<file path="config.mk">
export PLATFORM = sky130hd
export DESIGN_NAME = rv_wb_arbiter
export DESIGN_NICKNAME = d
export VERILOG_FILES = /design/src/rtl/rv_wb_arbiter.sv
export SDC_FILE = /design/constraint.sdc
export NUM_CORES = 1
export LEC_CHECK = 0
export CAP_MARGIN = 20
export CORE_MARGIN = 2
export CORE_UTILIZATION = 45
export DETAILED_ROUTE_END_ITERATION = 16
export MAX_ROUTING_LAYER = met4
export PLACE_DENSITY = 0.81
export SYNTH_ARGS = -nofsm -noshare
export SYNTH_HDL_FRONTEND = slang
export SYNTH_SLANG_ARGS = --single-unit
</file>
<file path="constraint.sdc">
create_clock -name i_wb_clk -period 10.2 [get_ports i_wb_clk]
set_input_delay 2.04 -clock i_wb_clk [delete_from_list [all_inputs] [get_ports i_wb_clk]]
set_output_delay 2.04 -clock i_wb_clk [all_outputs]
set_load 0.05 [all_outputs]
</file>
<file path="src/rtl/rv_wb_arbiter.sv">
// Writeback arbiter: merges load responses and ALU results onto the single
// regfile write port, with a 2-entry ALU FIFO and a pending-load scoreboard.
module rv_wb_arbiter #(
    parameter int unsigned XLEN = 32
) (
    input  logic            i_wb_clk,
    input  logic            i_wb_rstn,
    input  logic            i_wb_alu_valid,
    input  logic [4:0]      i_wb_alu_rd,
    input  logic [XLEN-1:0] i_wb_alu_data,
    output logic            o_wb_alu_ready,
    input  logic            i_wb_ld_issue,
    input  logic [4:0]      i_wb_ld_issue_rd,
    input  logic            i_wb_ld_valid,
    input  logic [4:0]      i_wb_ld_rd,
    input  logic [XLEN-1:0] i_wb_ld_data,
    input  logic [4:0]      i_wb_raddr [1:2],
    output logic            o_wb_busy  [1:2],
    output logic            o_wb_rf_wen,
    output logic [4:0]      o_wb_rf_waddr,
    output logic [XLEN-1:0] o_wb_rf_wdata
);

    localparam int unsigned DEPTH = 2;
    localparam int unsigned AW    = 5;
    localparam int unsigned CW    = 2;
    localparam int unsigned NREG  = 32;

    logic [DEPTH-1:0] fifo_v;
    logic [AW-1:0]    fifo_rd   [DEPTH];
    logic [XLEN-1:0]  fifo_data [DEPTH];
    logic             head;
    logic             tail;
    logic [CW-1:0]    count;
    logic [NREG-1:0]  sb;
    logic [NREG-1:0]  sb_next;

    logic            fifo_empty;
    logic            fifo_room;
    logic            ld_wr;
    logic            pop;
    logic            bypass;
    logic            push;
    logic            wen_c;
    logic [AW-1:0]   waddr_c;
    logic [XLEN-1:0] wdata_c;

    // Arbitration decisions for this cycle
    always_comb begin
        fifo_empty = (count == CW'(0));
        fifo_room  = (count < CW'(DEPTH));
        ld_wr      = i_wb_ld_valid && (i_wb_ld_rd != AW'(0));
        pop        = !i_wb_ld_valid && !fifo_empty;
        bypass     = !i_wb_ld_valid && fifo_empty && i_wb_alu_valid
                     && (i_wb_alu_rd != AW'(0));
        // rd=0 results are accepted but never occupy a FIFO slot
        push       = i_wb_alu_valid && fifo_room && !bypass
                     && (i_wb_alu_rd != AW'(0));
    end

    // Write-port mux: load response, then FIFO head, then ALU bypass
    always_comb begin
        wen_c   = 1'b0;
        waddr_c = '0;
        wdata_c = '0;
        if (i_wb_ld_valid) begin
            wen_c   = ld_wr;
            waddr_c = i_wb_ld_rd;
            wdata_c = i_wb_ld_data;
        end else if (pop) begin
            wen_c   = fifo_v[head] && (fifo_rd[head] != AW'(0));
            waddr_c = fifo_rd[head];
            wdata_c = fifo_data[head];
        end else if (bypass) begin
            wen_c   = 1'b1;
            waddr_c = i_wb_alu_rd;
            wdata_c = i_wb_alu_data;
        end
    end

    // Set wins over clear when a load issues to the rd its response retires
    always_comb begin
        sb_next = sb;
        if (ld_wr) begin
            sb_next[i_wb_ld_rd] = 1'b0;
        end
        if (i_wb_ld_issue && (i_wb_ld_issue_rd != AW'(0))) begin
            sb_next[i_wb_ld_issue_rd] = 1'b1;
        end
        sb_next[0] = 1'b0;
    end

    // Port outputs are forced quiet while reset is held
    always_comb begin
        o_wb_alu_ready = i_wb_rstn && fifo_room;
        o_wb_rf_wen    = i_wb_rstn && wen_c;
        o_wb_rf_waddr  = i_wb_rstn ? waddr_c : '0;
        o_wb_rf_wdata  = i_wb_rstn ? wdata_c : '0;
    end

    // Busy: pending load, buffered ALU result, or a write landing this cycle
    always_comb begin
        for (int n = 1; n <= 2; n++) begin
            logic hit;
            hit = sb[i_wb_raddr[n]]
                  || (wen_c && (waddr_c == i_wb_raddr[n]));
            for (int i = 0; i < int'(DEPTH); i++) begin
                if (fifo_v[i] && (fifo_rd[i] == i_wb_raddr[n])) begin
                    hit = 1'b1;
                end
            end
            o_wb_busy[n] = i_wb_rstn && (i_wb_raddr[n] != AW'(0)) && hit;
        end
    end

    // FIFO and scoreboard state; a load write supersedes buffered entries
    always_ff @(posedge i_wb_clk) begin
        if (!i_wb_rstn) begin
            fifo_v <= '0;
            head   <= 1'b0;
            tail   <= 1'b0;
            count  <= '0;
            sb     <= '0;
            for (int i = 0; i < int'(DEPTH); i++) begin
                fifo_rd[i]   <= '0;
                fifo_data[i] <= '0;
            end
        end else begin
            for (int i = 0; i < int'(DEPTH); i++) begin
                if (ld_wr && (fifo_rd[i] == i_wb_ld_rd)) begin
                    fifo_v[i] <= 1'b0;
                end
            end
            if (pop) begin
                fifo_v[head] <= 1'b0;
                head         <= ~head;
            end
            if (push) begin
                fifo_v[tail]    <= 1'b1;
                fifo_rd[tail]   <= i_wb_alu_rd;
                fifo_data[tail] <= i_wb_alu_data;
                tail            <= ~tail;
            end
            count <= count + CW'(push) - CW'(pop);
            sb    <= sb_next;
        end
    end

endmodule

</file>
==> impl_metrics.toml, run 1 <==
[run]
drv_cap = 0

[die]
die-area_um2 = 16680
ios = 135
start_util_pct = 46.21
rows = 45
die_y_um = 129.2
die_w_um = 129.2
coreArea_um2 = 15260

[critical_path]
critPathMaxStageDelay_ps = 820
cp-start-kind = "input port"
worstPathRequired_ps = 8160
worstPathArrival_ps = 5810
reg2reg_from = "count[0]$_SDFF_PN0_"
endpoint_kind = "output pin"
path_cells = "clkdlybuf4s50_1 -> or4b_4 -> a21oi_4 -> a311o_2 -> nand2_1 -> or4_1 -> a31oi_1 -> clkdlybuf4s50_1"
cp_max_fo = 33
critPathLaunch = "i_wb_alu_valid"
crit_slowest_cell = "clkdlybuf4s50_1"
reg2reg_slack_ps = 7620
crit_path_frequent_cell = "clkdlybuf4s50_1"
crit_type = "input port to output pin"

[final_layout]
n_antenna_cell = 0
nets = 955
instances_no_fill = 1075
finalInstanceArea_um2 = 8801
drive_gt1_share_pct = 5.787
area_growth_pct = 24.83

[placed_design]
finalWeightedCongestion = 0.9725
place_area_um2 = 8501
port_buffers = 134
hpwl_um = 13470
dp.cells = 1059

[timing]
hold_viol = 0
setup-tns-final_ps = 0
fin_hold_ws_ps = 494.6
fmax_mhz = 127.4
final_max_slew_viol_count = 0
rsz0062_at_grt = "false"
setup_violations = 0
tightest_slew_ps = 1096
timing.final.crit_share_pct = 76.93
slew_headroom_pct = 26.73
clock_skew_ps = 5.683
min_period_ps = 7847

[worst_hold_path]
hold_class = "flop to flop"
min_from = "sb[14]$_SDFF_PN0_"

[power]
max-vdd-ir-drop_mv = 0.09821
switchingPower_mw = 0.5680
leakage_nw = 3.064
p_int_mw = 0.9499
fin_total_pwr_mw = 1.518
swShare_pct = 37.42
p_per_area_nw_per_um2 = 172.5
power_frac_comb_pct = 37.6
p_clk_share_pct = 24.1
power_frac_seq_pct = 38.4

[global_routing]
antenna_found_initial = 0
gr-total-overflow = 0
grt_pass1_vias = 6073
track_usage_pct = 25.01
grt_max_degree = 64
grt_first_pass_wirelength_um = 31750

[detailed_routing]
wl_um = 20420
wl_per_cell_um = 18.99
drc_errors = 0
vias = 6303
first_iter_violations = 510
firstDrtPassIters = 5
antenna_left = 0
vias_per_cell = 5.863

[cts]
cts_hold_buf = 0
cts-resized-gates = 0
ctsRootBufferMaster = "clkbuf_16"
cts_max_level = 3
clock_latency_ps = 350
numCtsBuffers = 9
clk_pin_slew_worst_paths_ps = 70
clock_sinks = 112
cts_tree = "yes"
clockBufferDepth = 2
post_cts_buffers = 0

[synthesis]
yosysTopAreaCellShare_pct = 31.52
yosysUniqueCellTypes = 60
yosysWarnings = 0
synth_nets = 866
netlist_area_um2 = 7051
synth_edf_count = 74
synth_ff_type = "edfxtp_1"
synth.area.top_cells = "edfxtp_1 32%, dfxtp_1 11%, mux2i_1 8.9%, and2_1 6.0%, nor2_1 4.5%"
avgSynthCellArea_um2 = 9.157
yosys.cell_count.top_type = "nor2_1"
ys_ff_latch = 112
netlist_top_cells_count = "84 x nor2_1, 74 x edfxtp_1, 68 x and2_1"
yosysTopAreaCell = "edfxtp_1"
synthCells = 770
synth-async-reset-ratio_pct = 0
yosysSeqAreaShare_pct = 42.31

[outcome]
status = "finished clean"
-- worst max-delay path: cells and delay by family --
family | cells | cell delay, ps
AND/OR/NAND/NOR | 3 | 1150
AO/OA/AOI/OAI | 3 | 1210
buffers and inverters | 2 | 1390
-- cell families (layout without fill, tap and decap cells) --
family,after synthesis,in the layout,synth area share [%]
xor+xnor,42,42,5.217
simple gates,312,312,22.61
flops,112,112,42.31
fa+ha+maj,2,2,0.3549
compound gates,147,147,13.63
mux,75,75,11.50
buf+inv,80,174,4.383
-- cell type report --
type	count	area, um^2
Sequential cell	112	2984
Inverter	14	52.55
Fill cell	1328	6457
Tap cell	211	264.0
Multi-Input combinational cell	578	3789
Clock inverter	7	75.07
Clock buffer	9	225.2
Timing Repair Buffer	144	1411
-- layout by cell type (no fill, tap or decap), types with 6 or more instances in the layout --
master | synthesis | routed
clkbuf_16 | 0 | 9
nor4_1 | 18 | 18
a21oi_1 | 35 | 35
inv_1 | 12 | 11
nand3_1 | 12 | 12
xnor2_1 | 18 | 18
clkdlybuf4s50_1 | 0 | 133
o21ai_0 | 39 | 38
and2_1 | 68 | 68
a31oi_1 | 7 | 7
nand2b_1 | 7 | 7
mux2i_1 | 63 | 63
nor2b_1 | 6 | 6
a211oi_1 | 33 | 33
nand2_1 | 46 | 46
xor2_1 | 24 | 24
nor2_1 | 84 | 83
edfxtp_1 | 74 | 74
buf_4 | 0 | 10
or3_1 | 6 | 6
dfxtp_1 | 38 | 37
nor3_1 | 42 | 40
nand3b_1 | 8 | 8
mux2_2 | 6 | 6
-- per-stage QoR --
step | utilization [%] | worst slack [ps]
floorplan | - | 3475
global placement | 55.71 | 2505
detailed placement | 55.71 | 2411
CTS | 57.68 | 2421
finish | 57.68 | 2353
global route | 57.68 | 2157
-- routing by layer --
layer  routed length (um)  up-vias  global-route usage [%]
met5                    0        -                       -
met4                  643        0                   9.463
met3                 1611       50                   4.748
met2                 9558      278                   38.58
met1                 8604     3003                   32.78
li1                     -     2972                       -
-- sequential cells by signal, indices dropped and copies added, names as in the netlist, named ones only --
register / count
tail: 1
fifo_rd: 10
head: 1
fifo_data: 64
count: 2
sb: 31
fifo_v: 2
-- power groups by stage --
| stage | registers [mW] | logic [mW] | clock network [mW] |
|---|---|---|---|
| global placement | 0.589 | 0.559 | 0 |
| CTS | 0.582 | 0.569 | 0.366 |
| finish | 0.582 | 0.571 | 0.365 |
| detailed placement | 0.591 | 0.564 | 0 |
| floorplan | 0.575 | 0.400 | 0 |
| global route | 0.588 | 0.615 | 0.380 |
-- path summary, 6_finish.rpt --
check,cells past startpoint,to
setup / recovery,8,o_wb_busy[1]
hold / removal,2,sb[14]$_SDFF_PN0_
setup reg to reg,4,fifo_data[0][6]$_SDFFCE_PN0P_
hold reg to reg,2,sb[14]$_SDFF_PN0_
Power figures use the tool's default switching activity.
==> inputs of run 2 (changes only) <==
Settings changed: PLACE_DENSITY 0.81 to 0.83.
Clock period 10.2 ns to 6.32 ns, I/O delays scaled along.
==> run 2 against run 1 <==
Global-route usage grew 0.17 points. Non-clock buffer count grew 7. Die area is the same. Count of clock-buffer cells in the layout unchanged. Sequential share of layout area down 0.31 points. Final area increased by 0.92%. Final cell count increased by 0.65%. Clock power is 64% higher. Wire length is 0.33% lower. Core utilization grew 0.53 points. Sequential power is 63% higher. Highest routed layer unchanged.
==> impl_metrics.toml, run 2 (synthesis gave the netlist of run 1 again) <==
[outcome]
status = "finished clean"

[die]
start_util_pct = 46.21
rows = 45
die_w_um = 129.2
coreArea_um2 = 15260
ios = 135
die_y_um = 129.2
die-area_um2 = 16680

[cts]
cts-resized-gates = 0
clock_sinks = 112
numCtsBuffers = 9
cts_max_level = 3
clk_pin_slew_worst_paths_ps = 80
post_cts_buffers = 0
cts_tree = "yes"
ctsRootBufferMaster = "clkbuf_16"
cts_hold_buf = 0
clock_latency_ps = 360
clockBufferDepth = 2

[power]
max-vdd-ir-drop_mv = 0.1672
leakage_nw = 3.112
p_per_area_nw_per_um2 = 278.4
fin_total_pwr_mw = 2.473

[final_layout]
largest_reg_flops = 64
final_common_cell = "clkdlybuf4s50_1"
instances_no_fill = 1082
nets = 962
drive_gt1_share_pct = 6.889
n_antenna_cell = 0
top_regs = "fifo_data (64), sb (31), fifo_rd (10)"
final_cell_mix = "131 x clkdlybuf4s50_1, 83 x nor2_1, 74 x edfxtp_1"
largest_register = "fifo_data"
area_growth_pct = 25.98
n_fill_cell = 1277
finalInstanceArea_um2 = 8882

[critical_path]
cp-start-kind = "input port"
crit_type = "input port to output pin"
critPathMaxStageDelay_ps = 570
critPathLaunch = "i_wb_alu_valid"
worstPathArrival_ps = 4150
crit_slowest_cell = "clkdlybuf4s50_1"
cp_max_fo = 22
reg2reg_from = "count[0]$_SDFF_PN0_"
rr_worst_depth = 5
endpoint_kind = "output pin"
worstPathRequired_ps = 5060
path_cells = "clkdlybuf4s50_1 -> or4b_4 -> a21oi_4 -> buf_12 -> a311o_2 -> nand2_1 -> or4_1 -> a31oi_1 -> buf_4"

[global_routing]
grt_pass1_vias = 6106
antenna_found_initial = 0
gr-total-overflow = 0
grt_first_pass_wirelength_um = 31700
grt_max_degree = 50
track_usage_pct = 25.18

[timing]
hold_viol = 0
tightest_slew_ps = 1045
setup_violations = 0
timing.final.crit_share_pct = 85.72
slew_headroom_pct = 30.14
min_period_ps = 5418
fin_hold_ws_ps = 491.5
clock_skew_ps = 8.903
setup-tns-final_ps = 0
rsz0062_at_grt = "false"
final_max_slew_viol_count = 0
fmax_mhz = 184.6

[detailed_routing]
wl_um = 20350
antenna_left = 0
firstDrtPassIters = 9
first_iter_violations = 591
vias = 6363
drc_errors = 0
wl_per_cell_um = 18.81
vias_per_cell = 5.881

[placed_design]
dp.cells = 1066
finalWeightedCongestion = 1.014
port_buffers = 134
hpwl_um = 14020
place_area_um2 = 8573

[run]
drv_cap = 0

[worst_hold_path]
min_from = "sb[26]$_SDFF_PN0_"
hold_class = "flop to flop"
min_path_cells = 2
-- run 2: cell types whose count changed in the layout (fill, tap and decap cells not counted), sizes merged --
| cell | change |
|---|---|
| buf | +9 |
| clkdlybuf4s50 | -2 |
-- run 2: worst max-delay path: cells and delay by family --
kind	cells	cell delay, ps
buffers and inverters	3	1020
AOI/OAI and AO/OA	3	720
and+or+nand+nor	3	1120
-- run 2: final cells by class --
| cell class | count | area (um^2) | area share (%) |
|---|---|---|---|
| clock inverters | 7 | 83.83 | 0.9438 |
| clock buffers | 9 | 225.2 | 2.536 |
| flip-flops and latches | 112 | 2984 | 33.60 |
| multi-input cells | 578 | 3789 | 42.65 |
| repair buffers | 151 | 1484 | 16.71 |
| well taps | 211 | 264.0 | 2.972 |
| inverters | 14 | 52.55 | 0.5916 |
-- run 2: report_power, final --
group          leakage (nW)  internal [mW]  switching (mW)
Clock                 0.154          0.316           0.283
Combinational          1.87          0.354           0.570
Sequential             1.08          0.875          0.0763
-- run 2: per-layer routing --
| layer | vias to the layer above | track usage, % | wire length, um |
|---|---|---|---|
| li1 | 2973 | - | - |
| met1 | 3011 | 32.68 | 8375 |
| met3 | 49 | 5.037 | 1871 |
| met2 | 330 | 38.02 | 9574 |
| met5 | - | - | 0 |
| met4 | 0 | 11.64 | 529 |
-- run 2: final timing paths --
check / end / slack (ps)
worst max-delay path: o_wb_busy[1] / 900
worst min-delay path: sb[26]$_SDFF_PN0_ / 490
worst max register to register: fifo_data[1][2]$_SDFFCE_PN0P_ / 3870
worst min register to register: sb[26]$_SDFF_PN0_ / 490
-- run 2: stage by stage --
stage                     util [%]  worst slack (ps)
after floorplan                  -              1147
after global routing         58.21             801.3
after detailed placement     56.19             952.9
final                        58.21             902.4
after CTS                    58.21             942.8
after global placement       56.19              1015
